<file path="src/rtl/pc_sequencer.sv">
// Program counter sequencer: owns the fetch PC, selects the next PC by
// redirect / return-stack pop / sequential increment, with boot, halt and stall.
module pc_sequencer #(
  parameter int                WIDTH        = 32,
  parameter int                INC          = 4,
  parameter logic [WIDTH-1:0]  RESET_VECTOR = '0,
  parameter int                RAS_DEPTH    = 4
) (
  input  logic              Clk,
  input  logic              Reset,
  input  logic              Stall,
  input  logic              Redirect,
  input  logic [WIDTH-1:0]  RedirectTarget,
  input  logic              Call,
  input  logic              Ret,
  input  logic              Halt,
  input  logic              Resume,
  output logic [WIDTH-1:0]  PCResult,
  output logic [WIDTH-1:0]  PCAddResult,
  output logic              PCValid,
  output logic              RasEmpty,
  output logic              RasFull,
  output logic              RasOverflow,
  output logic              RasUnderflow,
  output logic              Misaligned
);

  localparam int               PTR_W      = $clog2(RAS_DEPTH);
  localparam int               CNT_W      = PTR_W + 1;
  localparam logic [WIDTH-1:0] INC_W      = WIDTH'(INC);
  localparam logic [WIDTH-1:0] ALIGN_MASK = INC_W - WIDTH'(1);
  localparam logic [CNT_W-1:0] FULL_COUNT = CNT_W'(RAS_DEPTH);

  typedef enum logic [1:0] {
    BOOT = 2'd0,
    RUN  = 2'd1,
    HALT = 2'd2
  } state_t;

  state_t           state;
  logic [WIDTH-1:0] ras [RAS_DEPTH];
  logic [PTR_W-1:0] ras_ptr;
  logic [CNT_W-1:0] ras_count;
  logic [PTR_W-1:0] top_idx;

  // ras_ptr names the next slot to write; wrapping it makes a full push
  // overwrite the oldest entry.
  assign top_idx     = ras_ptr - PTR_W'(1);
  assign PCAddResult = PCResult + INC_W;
  assign PCValid     = (state == RUN);
  assign RasEmpty    = (ras_count == '0);
  assign RasFull     = (ras_count == FULL_COUNT);

  always_ff @(posedge Clk or negedge Reset) begin
    if (!Reset) begin
      state        <= BOOT;
      PCResult     <= RESET_VECTOR;
      ras_ptr      <= '0;
      ras_count    <= '0;
      RasOverflow  <= 1'b0;
      RasUnderflow <= 1'b0;
      Misaligned   <= 1'b0;
      for (int i = 0; i < RAS_DEPTH; i++) begin
        ras[i] <= '0;
      end
    end else begin
      Misaligned <= 1'b0;
      unique case (state)
        BOOT: state <= RUN;
        RUN: begin
          // Redirect is a flush and therefore wins over Stall.
          if (Redirect) begin
            PCResult   <= RedirectTarget & ~ALIGN_MASK;
            Misaligned <= |(RedirectTarget & ALIGN_MASK);
            if (Call) begin
              ras[ras_ptr] <= PCAddResult;
              ras_ptr      <= ras_ptr + PTR_W'(1);
              if (RasFull) begin
                RasOverflow <= 1'b1;
              end else begin
                ras_count <= ras_count + CNT_W'(1);
              end
            end
          end else if (!Stall) begin
            if (Halt) begin
              state <= HALT;
            end else if (Ret && !RasEmpty) begin
              PCResult  <= ras[top_idx];
              ras_ptr   <= top_idx;
              ras_count <= ras_count - CNT_W'(1);
            end else begin
              if (Ret) begin
                RasUnderflow <= 1'b1;
              end
              PCResult <= PCAddResult;
            end
          end
        end
        HALT: begin
          if (Resume) begin
            state <= RUN;
          end
        end
        default: state <= BOOT;
      endcase
    end
  end

endmodule

</file>
<file path="config.mk">
export PLATFORM = sky130hd
export DESIGN_NAME = pc_sequencer
export DESIGN_NICKNAME = d
export VERILOG_FILES = /design/src/rtl/pc_sequencer.sv
export SDC_FILE = /design/constraint.sdc
export NUM_CORES = 1
export LEC_CHECK = 0
export ABC_AREA = 1
export BUFFER_PORTS_ARGS = -buffer_cell sky130_fd_sc_hd__buf_2
export CORE_MARGIN = 2
export CORE_UTILIZATION = 53
export DETAILED_ROUTE_END_ITERATION = 8
export PLACE_DENSITY = 0.77
export SLEW_MARGIN = 10
export SYNTH_ARGS = -nofsm -noshare
export SYNTH_HDL_FRONTEND = slang
export SYNTH_SLANG_ARGS = --single-unit
export TNS_END_PERCENT = 1
</file>
<file path="constraint.sdc">
create_clock -name Clk -period 2.25 [get_ports Clk]
set_input_delay 0.45 -clock Clk [delete_from_list [all_inputs] [get_ports Clk]]
set_output_delay 0.45 -clock Clk [all_outputs]
set_load 0.01 [all_outputs]
</file>
# == Word-level counts from Yosys, hierarchy flattened ==
# Cells that the tools add are included.
# totals
reg_bits,170
latchBits,0
mem_bits_rw,0
mem_bits_ro,0
in_bits,40
out_inout_bits,70
wordCells,78
memories,0
# op_classes
n_addsub,5
multipliers,0
div_mod_pow,0
magnitude_cmp,3
eq_ne,11
shifts,0
n_mux,28
bitwise_logic,6
reduce_logical,14
# ops
cell,n
$mux 32,7
$bwmux 128,1
$bmux 32 s2,1
$demux 32 s2,1
$add 32x3->32 const B,1
$mux 2,9
$mux 3,6
$ne 2x2->1 const B,6
$reduce_and 6->1,2
$reduce_and 4->1,2
$ge 3x3->1 const B,2
$not 2->3,2
$pmux 2 s3,1
$reduce_and 3->1,2
$reduce_and 5->1,1
$ne 2x1->1 const B,2
$not 1->1,4
$add 3x1->3 const B,1
$eq 3x3->1 const B,1
$logic_not 3->1,1
$lt 3x1->1 const B,1
$sub 3x1->3 const B,1
$add 2x1->2 const B,1
$eq 2x1->1 const B,1
other kinds (8),10

# == Logic depth before layout (Yosys ltp) ==
# depth
ltp_word,9
depth_mapped,12
depth_no_buf,11

# == Least setup slack after synthesis ==
# Ideal clock, no wire load.
# synth_timing
kind,flip-flop to flip-flop
start,register ras_ptr[0]
end,register PCResult[25]
setup_ps,125
arrival_ps,2076
required_ps,2125
path_slack_ps,48
path_stages_with_launch,12
path_buffers,5
period_less_slack_ps,2202
cell_sequence,dfrtp_1 -> inv_1 -> buf_2 -> clkbuf_1 -> ha_1 -> buf_2 -> inv_1 -> buf_2 -> buf_2 -> o211ai_1 -> a31oi_1 -> a21oi_1
# synth_via
elab_chain_len,9
# synth_lines
item,line,rtl
start: declaration,42,logic [PTR_W-1:0] ras_ptr;
start signal: assignment,77,ras_ptr <= ras_ptr + PTR_W'(1);
start signal: assignment,89,ras_ptr <= top_idx;
$sub 2x1->2,48,assign top_idx = ras_ptr - PTR_W'(1);
net top_idx[0],44,logic [PTR_W-1:0] top_idx;
$not 2->3 (implied by the code),88,PCResult <= ras[top_idx];
$bmux 32 s2,88,
$mux 32 (implied by the code) (2 in a row),88,
$mux 32,87,end else if (Ret && !RasEmpty) begin
$mux 32,85,if (Halt) begin
$mux 32,84,end else if (!Stall) begin
$mux 32,72,if (Redirect) begin
end signal: assignment,73,PCResult <= RedirectTarget & ~ALIGN_MASK;
end signal: assignment,88,
end signal: assignment,95,PCResult <= PCAddResult;
end: declaration,18,"output logic [WIDTH-1:0] PCResult,"
# The timed path passes the listed nets, and every way through them passes these cells. The select of a mux whose other input is x is not followed.
# A chain may end at the register's enable or synchronous reset.

# == Worst setup path in the final report ==
# layout_timing
start,register PCResult[2]
end,output port PCAddResult[26]
# layout_via
elab_chain_len,1
# layout_lines
item,line,rtl
$add 32x3->32,49,assign PCAddResult = PCResult + INC_W;
end: declaration,19,"output logic [WIDTH-1:0] PCAddResult,"
# Every way passes these cells.

==> results by group <==
Synthesis
  • Synth cell count leaders: nand2_1, dfrtp_1, o21ai_0, nor2_1, inv_1
  • Library cells used by synthesis: 38
  • Yosys top cell by area: dfrtp_1
  • Synth top area cells: dfrtp_1, nand2_1, o21ai_0, nor2_1, a21oi_1
  • Synthesized flop and latch total: 170
  • Main combinational cell family by area after synthesis: simple AND/OR/NAND/NOR gates
  • Xor/xnor share of the synthesized area: 0.02285
  • Asr flop ratio synth: 1.000
  • Synth Warn #: 0
  • Post-Synth Simple-Gate Area: 0.2749
  • Synth Flop Type: dfrtp_1
  • Multiplexer share of the synthesized area: 0
  • Adder-Cell Fraction of Synth Area: 0.009368
  • Post-Syn Area: 8815 µm²
  • Post-Syn Nets: 1209
  • EDFF count, synth: 0
  • Syn Area/Cell: 7.579 µm²
  • Post-synth top area share: 0.4826
  • Post-synthesis compound-gate area fraction: 0.1441
  • Top-count cell post-synth: nand2_1
  • Seq/Total Area, Yosys: 0.4826
  • Synth Instances: 1163

Worst setup path
  • Worst EP arrival: approximately 2000 ps
  • Worst setup path class: flop to output port
  • Required @ worst endpoint: 1800 ps
  • Reg2reg start: ras_ptr[0]$_DFFE_PN0P_
  • CP max FO: 7
  • Worst r2r path cells: 8
  • Worst R2R Setup Slack: around 290 ps
  • Worst setup SP type: flop
  • Worst R2R End: PCResult[7]$_DFFE_PN0P_
  • CP Capture Type: output port

GRT
  • First-pass GRT wire length: between 40000 and 50000 µm
  • Largest net degree at the start of global routing: 67
  • Vias in the first global route: 8104
  • GRT Resource Usage Total: 0.2970
  • Initial antenna violation count: 0
  • Gr ovfl total: 0

STA
  • Max_slew headroom: 0.6075
  • Period utilization: 1.066
  • Worst Skew: 7.345 ps
  • Crit path setup slack, layout: -147.7 ps
  • Worst-margin pin slew: roughly 600 ps
  • WHS: around 250 ps
  • Fin crit period: 2398 ps
  • Slew Viols, Final: 0
  • Final count of hold timing violations: 0
  • RSZ-0062 raised after global routing: true
  • Final setup fails: 24
  • Max Freq: 0.4171 GHz

Routing
  • Vias/cell: 5.501
  • Wire length per cell: approximately 17 µm
  • Vias: 8400
  • Routed WL: 25750 µm
  • ANT nets after route: 0
  • TritonRoute pass-1 iters: 5
  • DRC errors left: 0
  • Iter 0 DRT Violations: 983

Clock network
  • Root buffer cell: clkbuf_16
  • Worst-skew pair later-pin latency: approximately 430 ps
  • Clk sinks: 170
  • CTS tree: yes
  • H-tree Lvls: 4
  • CTS buffer count: 17
  • Worst-path clk slew: about 60 ps
  • CTS max path bufs: 2

Floorplan
  • Die span in x: 133.0 µm
  • Core Area: 16410 µm²
  • Die height: between 100 and 150 µm
  • I/O pin count: 110
  • # rows: 47
  • Full die area: 17680 µm²
  • Initial Utilization: 0.5373

Run status
  • Status: complete, but fails checks
  • Violated checks: setup timing

Final layout
  • Final instance area: roughly 11000 µm²
  • Nets: 1340
  • Layout Utilization: 0.6592
  • Layout cells sized above 1: 0.2318
  • N_diodes: 0
  • Fill cells: approximately 1.3k
  • P&R area growth vs syn: 22.70%

Min path
  • Worst Hold End: Misaligned$_DFF_PN0_
  • Min-delay src: RedirectTarget[0]
  • Hold depth: 3
  • HP Class: primary input to flop

Pwr
  • Power density cells: about 1500 nW/µm²
  • Peak VDD IR: approximately 700 µV
  • Leakage: 0.005418 µW

Place
  • Area post-placement: 9722 µm²
  • I/O Buffers: 109
  • Post-DP HPWL: roughly 17000 µm
  • Final Wtd Congestion: ~0.90

Flow run
  • Number of max-cap violations: 0
==> cells in the final DEF (no fill, tap or decap), types with 17 or more instances in the layout <==
| cell | count |
|---|---|
| nand2_1 | 391 |
| o21ai_1 | 24 |
| dfrtp_1 | 153 |
| dfrtp_2 | 17 |
| buf_2 | 99 |
| nor2_1 | 82 |
| nand2_2 | 30 |
| buf_4 | 57 |
| nand3_1 | 44 |
| a21oi_1 | 61 |
| o21ai_0 | 122 |
| clkbuf_16 | 17 |
| inv_1 | 69 |
==> cells by family after synthesis <==
family / count (synthesis)
buffers and inverters: 143
AO/OA/AOI/OAI: 241
XOR/XNOR: 17
flip-flops: 170
AND/OR/NAND/NOR: 586
adder cells (fa/ha/maj): 6
==> per-stage QoR <==
stage,setup slack [ps],power [µW],setup TNS (ps),instances
2_1_floorplan,48.42,9496,0,1163
4_1_cts,-132.2,15410,-1867,1512
6_report,-147.7,15750,-2030,1527
3_5_place_dp,195.5,11910,0,1468
3_3_place_gp,220.6,11740,0,1468
5_1_grt,-218.9,16820,-4008,1527
==> power by group <==
group / leakage [µW] / switching, µW / internal, µW
clock network: 0.000316 / 1210 / 1980
logic: 0.00303 / 4440 / 2710
registers: 0.00207 / 963 / 4440
total: 0.00542 / 6620 / 9130
==> final cells by class <==
cell class	instances	area (µm²)	area share
clock inverters	10	163.9	0.01515
repair buffers	175	1180	0.1091
clock buffers	22	484.2	0.04477
inverters	80	300.3	0.02776
flip-flops and latches	170	4275	0.3953
multi-input cells	850	4136	0.3825
well taps	220	275.3	0.02545
==> routing by layer <==
metal	wire, µm	GRT usage
met1	10730	0.3874
met2	12520	0.5035
met3	1747	0.04751
met4	760	0.1087
met5	0	0
==> worst max-delay path, stage by stage (launching register included) <==
cell     delay (ps)
dfrtp_1         380
ha_2            200
nand2_2          70
nor2_4          140
nand2_4         110
nor2_8          240
nand2_2          80
nand2_2          80
nand2_2          80
inv_2            60
buf_6            90
==> worst max-delay path by stage <==
stage | from | endpoint | slack [ps]
2_1_floorplan | ras_ptr[0]$_DFFE_PN0P_ | PCResult[25]$_DFFE_PN0P_ | 50
3_3_place_gp | PCResult[2]$_DFFE_PN0P_ | PCAddResult[24] | 220
3_5_place_dp | PCResult[2]$_DFFE_PN0P_ | PCAddResult[24] | 200
4_1_cts | PCResult[3]$_DFFE_PN0P_ | PCAddResult[23] | -130
5_1_grt | PCResult[2]$_DFFE_PN0P_ | PCAddResult[26] | -220
6_report | PCResult[2]$_DFFE_PN0P_ | PCAddResult[26] | -150
==> timing repair <==
| item | 4_1_cts | 5_1_grt |
|---|---|---|
| pin swaps | 14 | 19 |
| endpoints found under the setup margin | 23 | 25 |
| gates resized for setup | 37 | 38 |
| setup buffers | 11 | 15 |
| hold buffers | 1 | 0 |
| endpoints found under the hold margin | 15 | 0 |
| cloned | 0 | 0 |
==> sequential cells by signal, indices dropped and copies added (netlist names) <==
register,flops
RasOverflow,1
ras_ptr,2
Misaligned,1
state,2
ras_count,3
ras,128
RasUnderflow,1
PCResult,32
Note: power is estimated with default switching activity, not from simulation.
